`config.mk`:
```
export PLATFORM = sky130hd
export DESIGN_NAME = seg_display_arbiter
export DESIGN_NICKNAME = d
export VERILOG_FILES = /design/src/rtl/seg_display_arbiter.sv
export SDC_FILE = /design/constraint.sdc
export NUM_CORES = 1
export LEC_CHECK = 0
export CELL_PAD_IN_SITES_DETAIL_PLACEMENT = 1
export CELL_PAD_IN_SITES_GLOBAL_PLACEMENT = 1
export CORE_MARGIN = 3
export CORE_UTILIZATION = 43
export CTS_CLUSTER_DIAMETER = 150
export CTS_CLUSTER_SIZE = 16
export DETAILED_ROUTE_END_ITERATION = 16
export GPL_ROUTABILITY_DRIVEN = 1
export PLACE_DENSITY = 0.9
export SLEW_MARGIN = 10
export SYNTH_ARGS = -nofsm -noshare
export SYNTH_HDL_FRONTEND = slang
export SYNTH_SLANG_ARGS = --single-unit
```
`constraint.sdc`:
```
create_clock -name i_Clk -period 2.4 [get_ports i_Clk]
set_input_delay 0.72 -clock i_Clk [delete_from_list [all_inputs] [get_ports i_Clk]]
set_output_delay 0.72 -clock i_Clk [all_outputs]
set_load 0.02 [all_outputs]
```
`src/rtl/seg_display_arbiter.sv`:
```
// Round-robin arbiter sharing two hex 7-segment digits and status LEDs
// between two valid/ready requesters, with a minimum dwell per value.
module seg_display_arbiter #(
    parameter int DWELL_CYCLES = 4194304,
    parameter int DWELL_W      = 22
) (
    input  logic       i_Clk,
    input  logic       i_Rst_L,
    input  logic       i_A_Valid,
    input  logic [7:0] i_A_Data,
    output logic       o_A_Ready,
    input  logic       i_B_Valid,
    input  logic [7:0] i_B_Data,
    output logic       o_B_Ready,
    output logic [6:0] o_Segment1,
    output logic [6:0] o_Segment2,
    output logic [3:0] o_LED,
    output logic       o_Busy
);

    typedef enum logic {
        IDLE,
        DWELL
    } state_t;

    localparam logic [DWELL_W-1:0] DWELL_LOAD = DWELL_W'(DWELL_CYCLES - 1);
    localparam logic [DWELL_W-1:0] DWELL_ONE  = DWELL_W'(1);

    state_t               state, state_nxt;
    logic [DWELL_W-1:0]   timer, timer_nxt;
    logic [7:0]           data_q, data_nxt;
    logic                 shown_valid, shown_nxt;
    logic [1:0]           owner, owner_nxt;
    logic                 last_b, last_b_nxt;
    logic                 grant_a, grant_b;

    // Ties go to whoever did not win last; ready is never raised in reset
    always_comb begin
        grant_a = 1'b0;
        grant_b = 1'b0;
        if (i_Rst_L && state == IDLE) begin
            grant_a = i_A_Valid & (~i_B_Valid | last_b);
            grant_b = i_B_Valid & (~i_A_Valid | ~last_b);
        end
    end

    assign o_A_Ready = grant_a;
    assign o_B_Ready = grant_b;

    always_comb begin
        state_nxt  = state;
        timer_nxt  = timer;
        data_nxt   = data_q;
        shown_nxt  = shown_valid;
        owner_nxt  = owner;
        last_b_nxt = last_b;
        unique case (state)
            IDLE: begin
                if (grant_a || grant_b) begin
                    state_nxt  = DWELL;
                    timer_nxt  = DWELL_LOAD;
                    data_nxt   = grant_b ? i_B_Data : i_A_Data;
                    shown_nxt  = 1'b1;
                    owner_nxt  = grant_b ? 2'b10 : 2'b01;
                    last_b_nxt = grant_b;
                end
            end
            DWELL: begin
                if (timer == '0) begin
                    state_nxt = IDLE;
                end else begin
                    timer_nxt = timer - DWELL_ONE;
                end
            end
            default: state_nxt = IDLE;
        endcase
    end

    always_ff @(posedge i_Clk or negedge i_Rst_L) begin
        if (!i_Rst_L) begin
            state       <= IDLE;
            timer       <= '0;
            data_q      <= 8'h00;
            shown_valid <= 1'b0;
            owner       <= 2'b00;
            last_b      <= 1'b1;
        end else begin
            state       <= state_nxt;
            timer       <= timer_nxt;
            data_q      <= data_nxt;
            shown_valid <= shown_nxt;
            owner       <= owner_nxt;
            last_b      <= last_b_nxt;
        end
    end

    // Active-low GFEDCBA, lowercase b and d
    function automatic logic [6:0] hex7(input logic [3:0] n);
        logic [6:0] s;
        s = 7'b1111111;
        unique case (n)
            4'h0: s = 7'b1000000;
            4'h1: s = 7'b1111001;
            4'h2: s = 7'b0100100;
            4'h3: s = 7'b0110000;
            4'h4: s = 7'b0011001;
            4'h5: s = 7'b0010010;
            4'h6: s = 7'b0000010;
            4'h7: s = 7'b1111000;
            4'h8: s = 7'b0000000;
            4'h9: s = 7'b0010000;
            4'hA: s = 7'b0001000;
            4'hB: s = 7'b0000011;
            4'hC: s = 7'b1000110;
            4'hD: s = 7'b0100001;
            4'hE: s = 7'b0000110;
            4'hF: s = 7'b0001110;
            default: s = 7'b1111111;
        endcase
        return s;
    endfunction

    assign o_Segment1 = shown_valid ? hex7(data_q[7:4]) : 7'b1111111;
    assign o_Segment2 = shown_valid ? hex7(data_q[3:0]) : 7'b1111111;
    assign o_Busy     = (state == DWELL);
    assign o_LED      = {(i_A_Valid | i_B_Valid) & o_Busy, o_Busy, owner[1], owner[0]};

endmodule

```
### Yosys cells after proc, flatten, opt, wreduce, memory -nomap -nowiden

Memory sizes are Yosys's and may differ from the RTL's.
Cells that the tools add are included.

| storage, ports and cells | value |
|---|---|
| register bits | 35 |
| bits in read-only memories | 224 |
| input port bits | 20 |
| output and inout bits | 21 |
| logic and storage cells | 38 |
| memories | 2 |

Memory list:

| memory | words | bits a word | rd ports | clocked after Yosys merged registers in | wr ports | line | source |
|---|---|---|---|---|---|---|---|
| (name not given) | 16 | 7 | 1 | 0 | 0 | 101 | `unique case (n)` |
| (name not given) | 16 | 7 | 1 | 0 | 0 | 101 |  |

| operators by class | value |
|---|---|
| $add $sub $neg | 1 |
| equal/unequal tests | 2 |
| mux-type cells | 12 |
| bitwise operators | 10 |
| reduce and logical (&&, ||, !) cells | 5 |

Operators with widths:

| cell | number |
|---|---|
| $mux W22 | 2 |
| $pmux W22 S2 | 1 |
| $logic_not A22 Y1 | 1 |
| $sub A22 B1 Y22 const B | 1 |
| $mux W7 | 2 |
| $mux W8 | 1 |
| $mux W1 | 4 |
| $not A1 Y1 | 4 |
| $reduce_and A2 Y1 | 2 |
| $and A1 B1 Y1 | 3 |
| $or A1 B1 Y1 | 3 |
| $mux W2 | 1 |
| $ne A2 B1 Y1 const B | 1 |
| $ne A2 B2 Y1 const B | 1 |
| $pmux W1 S2 | 1 |
| $logic_and A1 B1 Y1 | 1 |
| $logic_or A1 B1 Y1 | 1 |

### Logic depth before layout (Yosys ltp)

| depth | value |
|---|---|
| depth in word-level cells | 7 |
| mapped depth | 7 |
| depth with buffers taken out | 6 |

### Worst setup path before layout

OpenSTA, ideal clock, no wires.

| timing path | value |
|---|---|
| path type | register -> output |
| start | register data_q[5] |
| end | output o_Segment1[3] |
| arrival time | 1.637 ns |
| slack | 0.043 ns |
| cell stages (with the launch flop) | 5 |
| path buffers | 0 |
| cell sequence | dfrtp_1 inv_1 ha_1 nor2_1 o311ai_0 |

| on the way | value |
|---|---|
| cells in the longest elaborated chain, start to end | 2 |

RTL lines:

| item | line | source |
|---|---|---|
| start: declaration | 31 | `logic [7:0] data_q, data_nxt;` |
| start signal: assignment | 90 | `data_q <= data_nxt;` |
| $mem_v2 Z16 W7 | n/a |  |
| $mux W7 | 123 | `assign o_Segment1 = shown_valid ? hex7(data_q[7:4]) : 7'b1111111;` |
| end: declaration | 15 | `output logic [6:0] o_Segment1,` |

No other way between the ends.

### Worst setup path after layout

| timing path | value |
|---|---|
| start | register data_q[0] |
| end | output o_Segment2[4] |

| on the way | value |
|---|---|
| cells in the longest elaborated chain, start to end | 2 |

RTL lines:

| item | line | source |
|---|---|---|
| $mem_v2 Z16 W7 | n/a |  |
| $mux W7 | 124 | `assign o_Segment2 = shown_valid ? hex7(data_q[3:0]) : 7'b1111111;` |
| end: declaration | 16 | `output logic [6:0] o_Segment2,` |

No other way between the ends.

==> flow_metrics.env <==
export IMPL_synth_edff_count=0
export IMPL_synth_top_cell_by_area="dfrtp_1"
export IMPL_slowest_delay_ns=0.42
export IMPL_path_class="flop to output port"
export IMPL_grt_setup_unrepaired="true"
export IMPL_holdWs_ns=0.5108
export IMPL_setup_viol=2
export IMPL_cts_buffers=5
export IMPL_synthArstFlopShare_pct=100.0
export IMPL_drive_gt1_share_pct=27.74
export IMPL_vias_per_cell=5.987
export IMPL_vias=2383
export IMPL_start_util_pct=45.44
export IMPL_grt_pass1_vias=2523
export IMPL_r2r_cells=6
export IMPL_crit_fanout=5
export IMPL_cts_sinks=35
export IMPL_n_antenna_cell=0
export IMPL_syn_num_nets=293
export IMPL_path_buf_inv=3
export IMPL_synth_cell_types=46
export IMPL_r2r_start="timer[0]$_DFFE_PN0P_"
export IMPL_grt_pass1_wl_um=12690
export IMPL_synth_top_area_share_pct=35.75
export IMPL_io_pins=41
export IMPL_area_growth_pct=36.59
export IMPL_finalMaxSlewViolations=0
export IMPL_power_density_nw_per_um2=424.3
export IMPL_rrSetupSlack_ns=0.29
export IMPL_tightest_slew_ns=0.6316
export IMPL_cts_hold_buf=0
export IMPL_place_hpwl_um=5344
export IMPL_start_kind="flop"
export IMPL_finalCriticalPeriod_ns=2.408
export IMPL_avgSynthCellArea_um2=9.153
export IMPL_postSynthCellCount=260
export IMPL_cts_buffer_depth=2
export IMPL_wl_per_cell_um=19.81
export IMPL_power_frac_clock_pct=34.3
export IMPL_io_buffers=40
export IMPL_stdcell_count=398
export IMPL_path_cells="inv_2, buf_4, o21ai_0, nand2_1, o311ai_1, buf_2"
export IMPL_ys_ff_latch=35
export IMPL_critPathLaunch="data_q[0]$_DFFE_PN0P_"
export IMPL_cp_required_ns=1.68
export IMPL_combPwrFrac_pct=19.8
export IMPL_place_congestion=0.8299
export IMPL_drt_wl_total_um=7885
export IMPL_ir_drop_mv=0.3254
export IMPL_tritoncts="done"
export IMPL_layout_common_cells="buf_4 (38), dfrtp_1 (31), nor2_1 (23), clkdlybuf4s50_1 (20), o21ai_0 (16)"
export IMPL_cp_arrival_ns=1.69
export IMPL_fillers=592
export IMPL_fin_nets=360
export IMPL_fin_crit_sh_pct=100.4
export IMPL_grt_max_degree=36
export IMPL_ys_flop_type="dfrtp_1"
export IMPL_outcome="finished, violations left"
export IMPL_drt_iter0_markers=132
export IMPL_hold_path_class="flop to flop"
export IMPL_hold_viol=0
export IMPL_antenna_found_initial=0
export IMPL_antenna_left=0
export IMPL_skew_ns=0.004124
export IMPL_fp_row_count=26
export IMPL_switchingPower_mw=0.3772
export IMPL_dpl_cell_count=385
export IMPL_slowest_stage="dfrtp_1"
export IMPL_ys_warn_count=0
export IMPL_syn_area_um2=2380
export IMPL_core_area_um2=5238
export IMPL_ys_seq_area_share_pct=36.86
export IMPL_htree_levels=2
export IMPL_grt_usage_pct=25.05
export IMPL_worstSetupEndpointType="output port"
export IMPL_synth_area_leaders="dfrtp_1 (36%), ha_1 (6.8%), mux2i_1 (5.9%)"
export IMPL_seq_power_share_pct=45.9
export IMPL_root_buffer="clkbuf_8"
export IMPL_seq_area_um2=880.8
export IMPL_die_h_um=80.40
export IMPL_leakagePower_nw=1.362
export IMPL_multi_input_area_um2=1506
export IMPL_finalWorstSetupSlack_ns=-0.008457
export IMPL_drc=0
export IMPL_power_internal_mw=1.002
export IMPL_r2r_end="timer[15]$_DFFE_PN0P_"
export IMPL_overflow=0
export IMPL_cp_depth=6
export IMPL_fp_dieArea_um2=6463
export IMPL_die_w_um=80.40
export IMPL_max_cap_violations=0
export IMPL_final_common_cell="buf_4"
export IMPL_crit_end="o_Segment2[4]"
export IMPL_path_clk_slew_ns=0.07
export IMPL_slew_headroom_pct=57.54
export IMPL_violations="setup timing"
export IMPL_dr_pass1_iters=4
export IMPL_clock_fmax_mhz=415.2
export IMPL_clk_latency_ns=0.29
export IMPL_swShare_pct=27.35
export IMPL_path_delay_family="buffers and inverters"
cell type report:
cell class	count	area share, %
tap	70	2.694
clock buffer	8	3.079
multi-input combinational	193	46.34
timing repair buffer	74	18.63
inverter	18	2.156
sequential	35	27.10
cell usage after synthesis (4+ instances only):
cell type,count
o311ai_0,6
mux2i_1,14
a222oi_1,7
o211ai_1,8
nor2_1,23
o21ai_0,17
clkbuf_1,12
nand2b_1,6
a31oi_1,7
nor2b_1,7
ha_1,13
nand2_1,14
nor3_1,4
inv_1,17
and3_1,5
and4_1,7
nand3_1,11
dfrtp_1,34
how the worst min path moves through the flow:
stage | from | to | slack, ns | cells past startpoint
global placement | owner[1]$_DFFE_PN0P_ | owner[1]$_DFFE_PN0P_ | 0.46 | 1
finish | owner[1]$_DFFE_PN0P_ | owner[1]$_DFFE_PN0P_ | 0.51 | 1
floorplan | i_Rst_L | data_q[0]$_DFFE_PN0P_ | 0.42 | 0
global route | last_b$_DFFE_PN1P_ | last_b$_DFFE_PN1P_ | 0.53 | 1
CTS | owner[1]$_DFFE_PN0P_ | owner[1]$_DFFE_PN0P_ | 0.51 | 1
detailed placement | owner[1]$_DFFE_PN0P_ | owner[1]$_DFFE_PN0P_ | 0.49 | 1
cell families after synthesis:
family	share of synthesized area, %
compound gates	18.19
fa+ha+maj	6.835
buf+inv	5.257
flops	36.86
mux	5.888
simple gates	26.97
power by group through the flow:
stage | clock network [mW] | registers [mW] | logic [mW]
after global routing | 0.512 | 0.636 | 0.294
after detailed placement | 0 | 0.640 | 0.248
after global placement | 0 | 0.637 | 0.237
final | 0.473 | 0.633 | 0.274
after CTS | 0.485 | 0.629 | 0.235
after floorplan | 0 | 0.630 | 0.110
metrics by stage:
stage	util [%]	setup TNS, ns	cell area, um^2	total power, mW	setup slack, ns
floorplan	-	0	2380	0.7399	0.04294
global placement	58.05	-2.158	3040	0.8746	-0.6535
detailed placement	58.05	-3.018	3040	0.8878	-0.6947
CTS	59.60	0	3122	1.349	0.001405
global route	62.06	-0.3343	3251	1.441	-0.09684
finish	62.06	-0.01319	3251	1.379	-0.008457
state kept, by name, indices dropped and copies added (netlist names):
register / count
data_q: 8
last_b: 1
o_Busy: 1
owner: 2
shown_valid: 1
timer: 22
routing by layer:
layer	up-vias	GRT usage [%]	part of all wire, %
met4	0	7.264	1.6
li1	1104	-	-
met3	11	3.700	3.6
met5	-	0	0
met2	53	47.52	54
met1	1215	28.70	41
timing repair:
item	in CTS	in global routing
resized for setup	84	38
endpoints found under the setup margin	17	16
gates cloned	0	0
setup buffers	2	3
pin swaps	0	6
Power figures use the tool's default switching activity.
